### src/rtl/fetch_unit.sv
// ----------------------------------------------------------------------------
// fetch_unit
//
// Instruction fetch stage for the pipelined 16-bit CPU. It owns the fetch PC,
// issues word requests to a multi-cycle instruction memory over a req/ack
// handshake and buffers the returned words in a small circular prefetch queue
// that feeds decode through a valid/ready handshake. A redirect (branch, jump,
// jr, jal) flushes the queue and discards the response of any request that
// was already in flight.
//
// Parameters:
//   DEPTH     prefetch queue entries (power of 2, at least 2)
//   RESET_PC  fetch PC after reset
//
// Ports:
//   clk           clock, all state updates on the rising edge
//   rst           asynchronous active-low reset
//   mem_req       registered memory request
//   mem_addr      registered word address of the request
//   mem_ack       memory accepts the request and returns data this cycle
//   mem_rdata     instruction word, valid when mem_req && mem_ack
//   inst_valid    queue head holds a valid instruction
//   inst          instruction at the queue head (0 when empty)
//   inst_pc       address of inst (0 when empty)
//   inst_next_pc  inst_pc + 1, wrapping at 16 bits (0 when empty)
//   inst_ready    decode consumes the head this cycle
//   redirect      flush and restart fetch
//   redirect_pc   new fetch address, sampled when redirect = 1
// ----------------------------------------------------------------------------
module fetch_unit #(
    parameter int unsigned DEPTH    = 4,
    parameter logic [15:0] RESET_PC = 16'h0000
) (
    input  logic        clk,
    input  logic        rst,
    output logic        mem_req,
    output logic [15:0] mem_addr,
    input  logic        mem_ack,
    input  logic [15:0] mem_rdata,
    output logic        inst_valid,
    output logic [15:0] inst,
    output logic [15:0] inst_pc,
    output logic [15:0] inst_next_pc,
    input  logic        inst_ready,
    input  logic        redirect,
    input  logic [15:0] redirect_pc
);

    localparam int AW = $clog2(DEPTH);
    localparam int CW = AW + 1;
    localparam logic [CW-1:0] DEPTH_CNT = CW'(DEPTH);
    localparam logic [AW-1:0] PTR_ONE   = AW'(1);

    // IDLE: nothing outstanding. WAIT: request outstanding, its data is
    // wanted. DROP: request outstanding, but a redirect made it stale.
    typedef enum logic [1:0] {
        IDLE = 2'd0,
        WAIT = 2'd1,
        DROP = 2'd2
    } state_t;

    state_t        state, state_n;
    logic [15:0]   fetch_pc, fetch_pc_n;
    logic          mem_req_n;
    logic [15:0]   mem_addr_n;

    logic [15:0]   q_inst [DEPTH];
    logic [15:0]   q_pc   [DEPTH];
    logic [AW-1:0] head, tail;
    logic [CW-1:0] count, count_next;

    logic          transfer;
    logic          push;
    logic          pop;
    logic          credit;
    logic [15:0]   seq_addr;

    // ------------------------------------------------------------------------
    // Handshake qualifiers
    // ------------------------------------------------------------------------
    assign transfer = mem_req && mem_ack;
    // Only data for a live request in WAIT is kept; redirect overrides both
    // the push and the pop of the same cycle.
    assign push     = transfer && (state == WAIT) && !redirect;
    assign pop      = inst_valid && inst_ready && !redirect;
    assign seq_addr = mem_addr + 16'd1;

    always_comb begin
        // NOTE: every signal written in a combinational block gets a default
        // first, so no path leaves it unassigned and no latch is inferred.
        count_next = count;
        if (redirect) begin
            count_next = '0;
        end else begin
            count_next = count + CW'(push) - CW'(pop);
        end
    end

    // A new request is allowed only if a slot is guaranteed for its data,
    // counting this cycle's push and pop, so the queue can never overflow.
    assign credit = (count_next < DEPTH_CNT);

    // ------------------------------------------------------------------------
    // Fetch FSM: state register
    // ------------------------------------------------------------------------
    always_ff @(posedge clk or negedge rst) begin
        // NOTE: sequential state uses non-blocking assignments so every
        // register samples pre-edge values regardless of statement order.
        if (!rst) begin
            state    <= IDLE;
            fetch_pc <= RESET_PC;
            mem_req  <= 1'b0;
            mem_addr <= '0;
        end else begin
            state    <= state_n;
            fetch_pc <= fetch_pc_n;
            mem_req  <= mem_req_n;
            mem_addr <= mem_addr_n;
        end
    end

    // ------------------------------------------------------------------------
    // Fetch FSM: next state and registered request outputs.
    // mem_req/mem_addr only change from their held values in IDLE or on a
    // transfer, so an issued request is never withdrawn or altered.
    // ------------------------------------------------------------------------
    always_comb begin
        state_n    = state;
        fetch_pc_n = fetch_pc;
        mem_req_n  = mem_req;
        mem_addr_n = mem_addr;

        case (state)
            IDLE: begin
                if (redirect) begin
                    // The flush empties the queue, so credit always holds
                    // here and the new target is requested straight away.
                    fetch_pc_n = redirect_pc;
                    mem_req_n  = 1'b1;
                    mem_addr_n = redirect_pc;
                    state_n    = WAIT;
                end else if (credit) begin
                    mem_req_n  = 1'b1;
                    mem_addr_n = fetch_pc;
                    state_n    = WAIT;
                end
            end

            WAIT: begin
                if (transfer) begin
                    if (redirect) begin
                        // Returned word is discarded; request drops for a
                        // cycle and IDLE then fetches the redirect target.
                        fetch_pc_n = redirect_pc;
                        mem_req_n  = 1'b0;
                        state_n    = IDLE;
                    end else begin
                        fetch_pc_n = seq_addr;
                        if (credit) begin
                            // Back-to-back: one instruction per cycle with a
                            // zero-wait memory.
                            mem_req_n  = 1'b1;
                            mem_addr_n = seq_addr;
                        end else begin
                            mem_req_n = 1'b0;
                            state_n   = IDLE;
                        end
                    end
                end else if (redirect) begin
                    // Request must stay up until accepted; its data is
                    // thrown away from DROP.
                    fetch_pc_n = redirect_pc;
                    state_n    = DROP;
                end
            end

            DROP: begin
                // Further redirects only retarget; the last one wins.
                if (redirect) begin
                    fetch_pc_n = redirect_pc;
                end
                if (transfer) begin
                    if (credit) begin
                        mem_req_n  = 1'b1;
                        mem_addr_n = redirect ? redirect_pc : fetch_pc;
                        state_n    = WAIT;
                    end else begin
                        mem_req_n = 1'b0;
                        state_n   = IDLE;
                    end
                end
            end

            default: begin
                mem_req_n = 1'b0;
                state_n   = IDLE;
            end
        endcase
    end

    // ------------------------------------------------------------------------
    // Prefetch queue storage
    // ------------------------------------------------------------------------
    // NOTE: the storage array is not reset; occupancy is tracked by
    // head/tail/count and the outputs are masked while the queue is empty.
    always_ff @(posedge clk) begin
        if (push) begin
            q_inst[tail] <= mem_rdata;
            q_pc[tail]   <= mem_addr;
        end
    end

    // ------------------------------------------------------------------------
    // Prefetch queue pointers. DEPTH is a power of 2, so the pointers wrap
    // naturally at their width.
    // ------------------------------------------------------------------------
    always_ff @(posedge clk or negedge rst) begin
        if (!rst) begin
            head  <= '0;
            tail  <= '0;
            count <= '0;
        end else if (redirect) begin
            head  <= '0;
            tail  <= '0;
            count <= '0;
        end else begin
            if (push) begin
                tail <= tail + PTR_ONE;
            end
            if (pop) begin
                head <= head + PTR_ONE;
            end
            count <= count_next;
        end
    end

    // ------------------------------------------------------------------------
    // Decode-facing outputs, straight from the head entry
    // ------------------------------------------------------------------------
    assign inst_valid   = (count != '0);
    assign inst         = inst_valid ? q_inst[head] : '0;
    assign inst_pc      = inst_valid ? q_pc[head] : '0;
    assign inst_next_pc = inst_valid ? (q_pc[head] + 16'd1) : '0;

endmodule
### config.mk
export PLATFORM = sky130hd
export DESIGN_NAME = fetch_unit
export DESIGN_NICKNAME = d
export VERILOG_FILES = /design/src/rtl/fetch_unit.sv
export SDC_FILE = /design/constraint.sdc
export NUM_CORES = 1
export LEC_CHECK = 0
export BUFFER_PORTS_ARGS = -buffer_cell sky130_fd_sc_hd__buf_2
export CAP_MARGIN = 10
export CORE_MARGIN = 2
export CORE_UTILIZATION = 55
export DETAILED_ROUTE_END_ITERATION = 10
export MAX_ROUTING_LAYER = met4
export PLACE_DENSITY = 0.88
export SLEW_MARGIN = 0
export SYNTH_ARGS = -nofsm -noshare
export SYNTH_HDL_FRONTEND = slang
export SYNTH_SLANG_ARGS = --single-unit
### constraint.sdc
create_clock -name clk -period 10.5 [get_ports clk]
set_clock_uncertainty 0.2 [all_clocks]
set_input_delay 2.1 -clock clk [delete_from_list [all_inputs] [get_ports clk]]
set_output_delay 2.1 -clock clk [all_outputs]
set_load 0.05 [all_outputs]
==> results.md <==
* Detail Placement HPWL at about 11000 µm
* Post-synth top area cell: edfxtp_1
* Cell depth of the worst hold path at 2
* Ys flop type: edfxtp_1
* Worst skew pair latency at between 0.4 and 0.5 ns
* Critical path's largest stage delay at 0.72 ns
* ANT cells at 0
* PostCTS Resize Cnt at 0
* Final core occ at 65.0%
* Period utilization at 58.0%
* Worst Path Class, Setup: reg2out
* DR iter-0 viols at 588
* RR Startpoint: count[1]
* Crit-path max FO at 20
* Post-synth ARST share at 24.7%
* Via/cell ratio at approximately 6.1
* Mapped Area at 0.00786 mm²
* Full die area at around 0.015 mm²
* Worst-path clk slew at about 0.06 ns
* Int Power at 1590 µW
* PortBufs at about 100
* Io pins at slightly above 100
* CTS H-tree depth at 4
* Critical Path RT at roughly 8.2 ns
* Comb pwr share at between 40% and 50%
* Hold Path End: fetch_pc[15]
* Final min period at 6.10 ns
* Vias in the first global route at 5011
* Sequential share of power at approximately a third
* Synth Net Count at 598
* RSZ-0062 raised after global routing: false
* DR WL/cell at between 20 and 25 µm
* Switching pwr at ~1400 µW
* CTS tree: yes
* Die extent in x at 124 µm
* Library cells used by synthesis at 57
* WL final at approximately 18000 µm
* Worst-margin pin slew at ~0.97 ns
* Placer Congestion at approximately 0.90
* Fin worst setup slack at roughly 4.4 ns
* Max Buffers Root-to-Sink at 2
* Avg Inst Size Synth at roughly 14 µm²
* Ys Warns at 0
* GRT Util Overall at between 20% and 30%
* DRC at 0
* EDFF count, synth at ~130
* Pwr dens at 329 mW/mm²
* Routed via count at 5181
* Leading cell type in the layout, fill and taps excluded: edfxtp_1
* Top cell type's share of synthesized area at 48.9%
* Placed cell areas at between 0.008 and 0.009 mm²
* Fin. Hold Viols at 0
* CORE AREA at approximately 0.014 mm²
* First-pass GRT wire length at about 27000 µm
* Area Overhead vs Synth at 15.2%
* Share of cells above drive strength 1 at 28.8%
* Max Clock Freq at 164 MHz
* Root buffer cell: clkbuf_16
* Initial core utilization at a little under three fifths
* Startpoint types: register
* Drt first pass iters at 5
* Dominant cells by area after synthesis: edfxtp_1 49%, dfrtp_1 13%, mux4_2 7.7%
* Hold WC Path Type: reg2reg
* CTS Hold Bufs at 0
* Die Y-Extent at 124 µm
* Status: finished clean
* R2R setup slack at roughly 6.4 ns
* Slowest-stage cell, CP: dfrtp_2
* Most frequent cells in the layout: 128 x edfxtp_1, 102 x buf_2, 41 x dfrtp_1
* Antenna-violating nets left at 0
* GRT overflow at 0
* Final nets at 697
* Syn Inst Count at around 550
* Reg2reg end: mem_addr[0]
* Slew HR at approximately a third
* Leak at ~0.0033 µW
* # setup viols final at 0
* Dpl ws at ~4.8 ns
* Max-Cap Viols at 0
* Crit-path cells: buf_4 -> mux4_2 -> ha_1 -> or2b_2 -> o22ai_2 -> nand3_2 -> nor3b_1 -> mux2_2 -> buf_2
* Sw Share at between 40% and 50%
* Reg2Reg Depth at 16
* #FFs+latches synth at between 150 and 200
* CP Data Arrival Time at ~3.8 ns
* Row count at 43
* Clock sink count at 170
* Post-CTS Repair Setup Buffers at 0
* Fin area at between 0.009 and 0.01 mm²
* Largest net degree at the start of global routing at 43
* Clock network power share at 19.5%
* Sequential cell area fraction in the yosys report at 62.3%
* Initial antenna violation count at 0
* Maximum VDD drop at about 0.00018 V
* Slew Limit Fails at 0
* Power after layout at approximately 3000 µW
* Worst Min Path Start: fetch_pc[15]
* CP endpoint kind: primary output
* CTS Buf Count at 17
* Setup tns final at 0 ns
==> power by group through the flow <==
| stage | logic [µW] | registers, µW | clock network (µW) |
|---|---|---|---|
| detailed placement | 1380 | 1020 | 0 |
| global route | 1480 | 1030 | 616 |
| CTS | 1390 | 1010 | 591 |
| finish | 1390 | 1010 | 581 |
| floorplan | 1010 | 1060 | 0 |
| global placement | 1350 | 1000 | 0 |
==> area by class of cell <==
cell class,count,area (µm²)
Clock buffer,17,425
Clock inverter,15,128
Fill cell,980,4880
Inverter,11,41.3
Multi-Input combinational cell,339,2750
Sequential cell,170,4900
Tap cell,180,225
Timing Repair Buffer,112,586
==> routing by layer <==
metal	up-vias	track usage (%)	part of all wire, %
met5	-	-	0
met4	0	7.46	1.6
met3	33	5.90	7.4
met2	272	39.7	49
met1	2569	32.6	42
li1	2307	-	-
==> cells by family (layout without fill, tap and decap cells) <==
kind of cell	after synthesis	in the layout	synth area share [%]
AO/OA/AOI/OAI	100	100	7.66
XOR/XNOR	26	26	3.07
adder cells (fa/ha/maj)	9	9	1.53
buffers and inverters	43	155	2.75
flip-flops	170	170	62.3
multiplexers	50	50	11.9
AND/OR/NAND/NOR	154	154	10.9
==> worst max path at each step <==
stage,slack [ns],cells past startpoint,start,to
after floorplan,5.11,16,redirect,mem_addr[14]
after global placement,4.94,14,redirect,mem_addr[0]
after detailed placement,4.78,14,redirect,mem_addr[0]
after CTS,4.37,9,head[0],inst_next_pc[12]
after global routing,4.17,9,head[0],inst_next_pc[12]
final,4.40,9,head[0],inst_next_pc[12]
==> state kept, by name, summed over array words and instances (netlist names) <==
name      flops
count         3
fetch_pc     16
head          2
mem_addr     16
mem_req       1
q_inst       64
q_pc         64
state         2
tail          2
==> worst max-delay path: cells and delay by family (launching register included) <==
kind                     cells  cell delay, ns
AO/OA/AOI/OAI                1            0.19
adder cells (fa/ha/maj)      1            0.24
multiplexers                 2            0.74
AND/OR/NAND/NOR              3            0.80
buffers and inverters        2            0.66
flip-flops                   1            0.72
==> synth_stat cells, drive strengths merged (3+ instances only) <==
| cell | count |
|---|---|
| clkbuf | 16 |
| xor2 | 15 |
| o22ai | 24 |
| a211oi | 3 |
| mux2 | 11 |
| nand2 | 33 |
| buf | 16 |
| nor2b | 5 |
| and2 | 36 |
| o21ai | 15 |
| ha | 8 |
| nor4 | 3 |
| edfxtp | 128 |
| dfrtp | 42 |
| and4 | 3 |
| and3 | 8 |
| inv | 10 |
| nor2 | 32 |
| nand4 | 7 |
| a21oi | 40 |
| mux4 | 32 |
| nand3 | 12 |
| a2bb2oi | 5 |
| mux2i | 7 |
| or3 | 3 |
| xnor2 | 10 |
| nor3 | 6 |
| o22a | 3 |
==> stage by stage <==
step,hold WS (ns),instances
6_report,0.362,844
5_1_grt,0.375,844
4_1_cts,0.361,844
3_5_place_dp,0.343,812
3_3_place_gp,0.331,812
2_1_floorplan,0.307,552
Power figures use the tool's default switching activity.
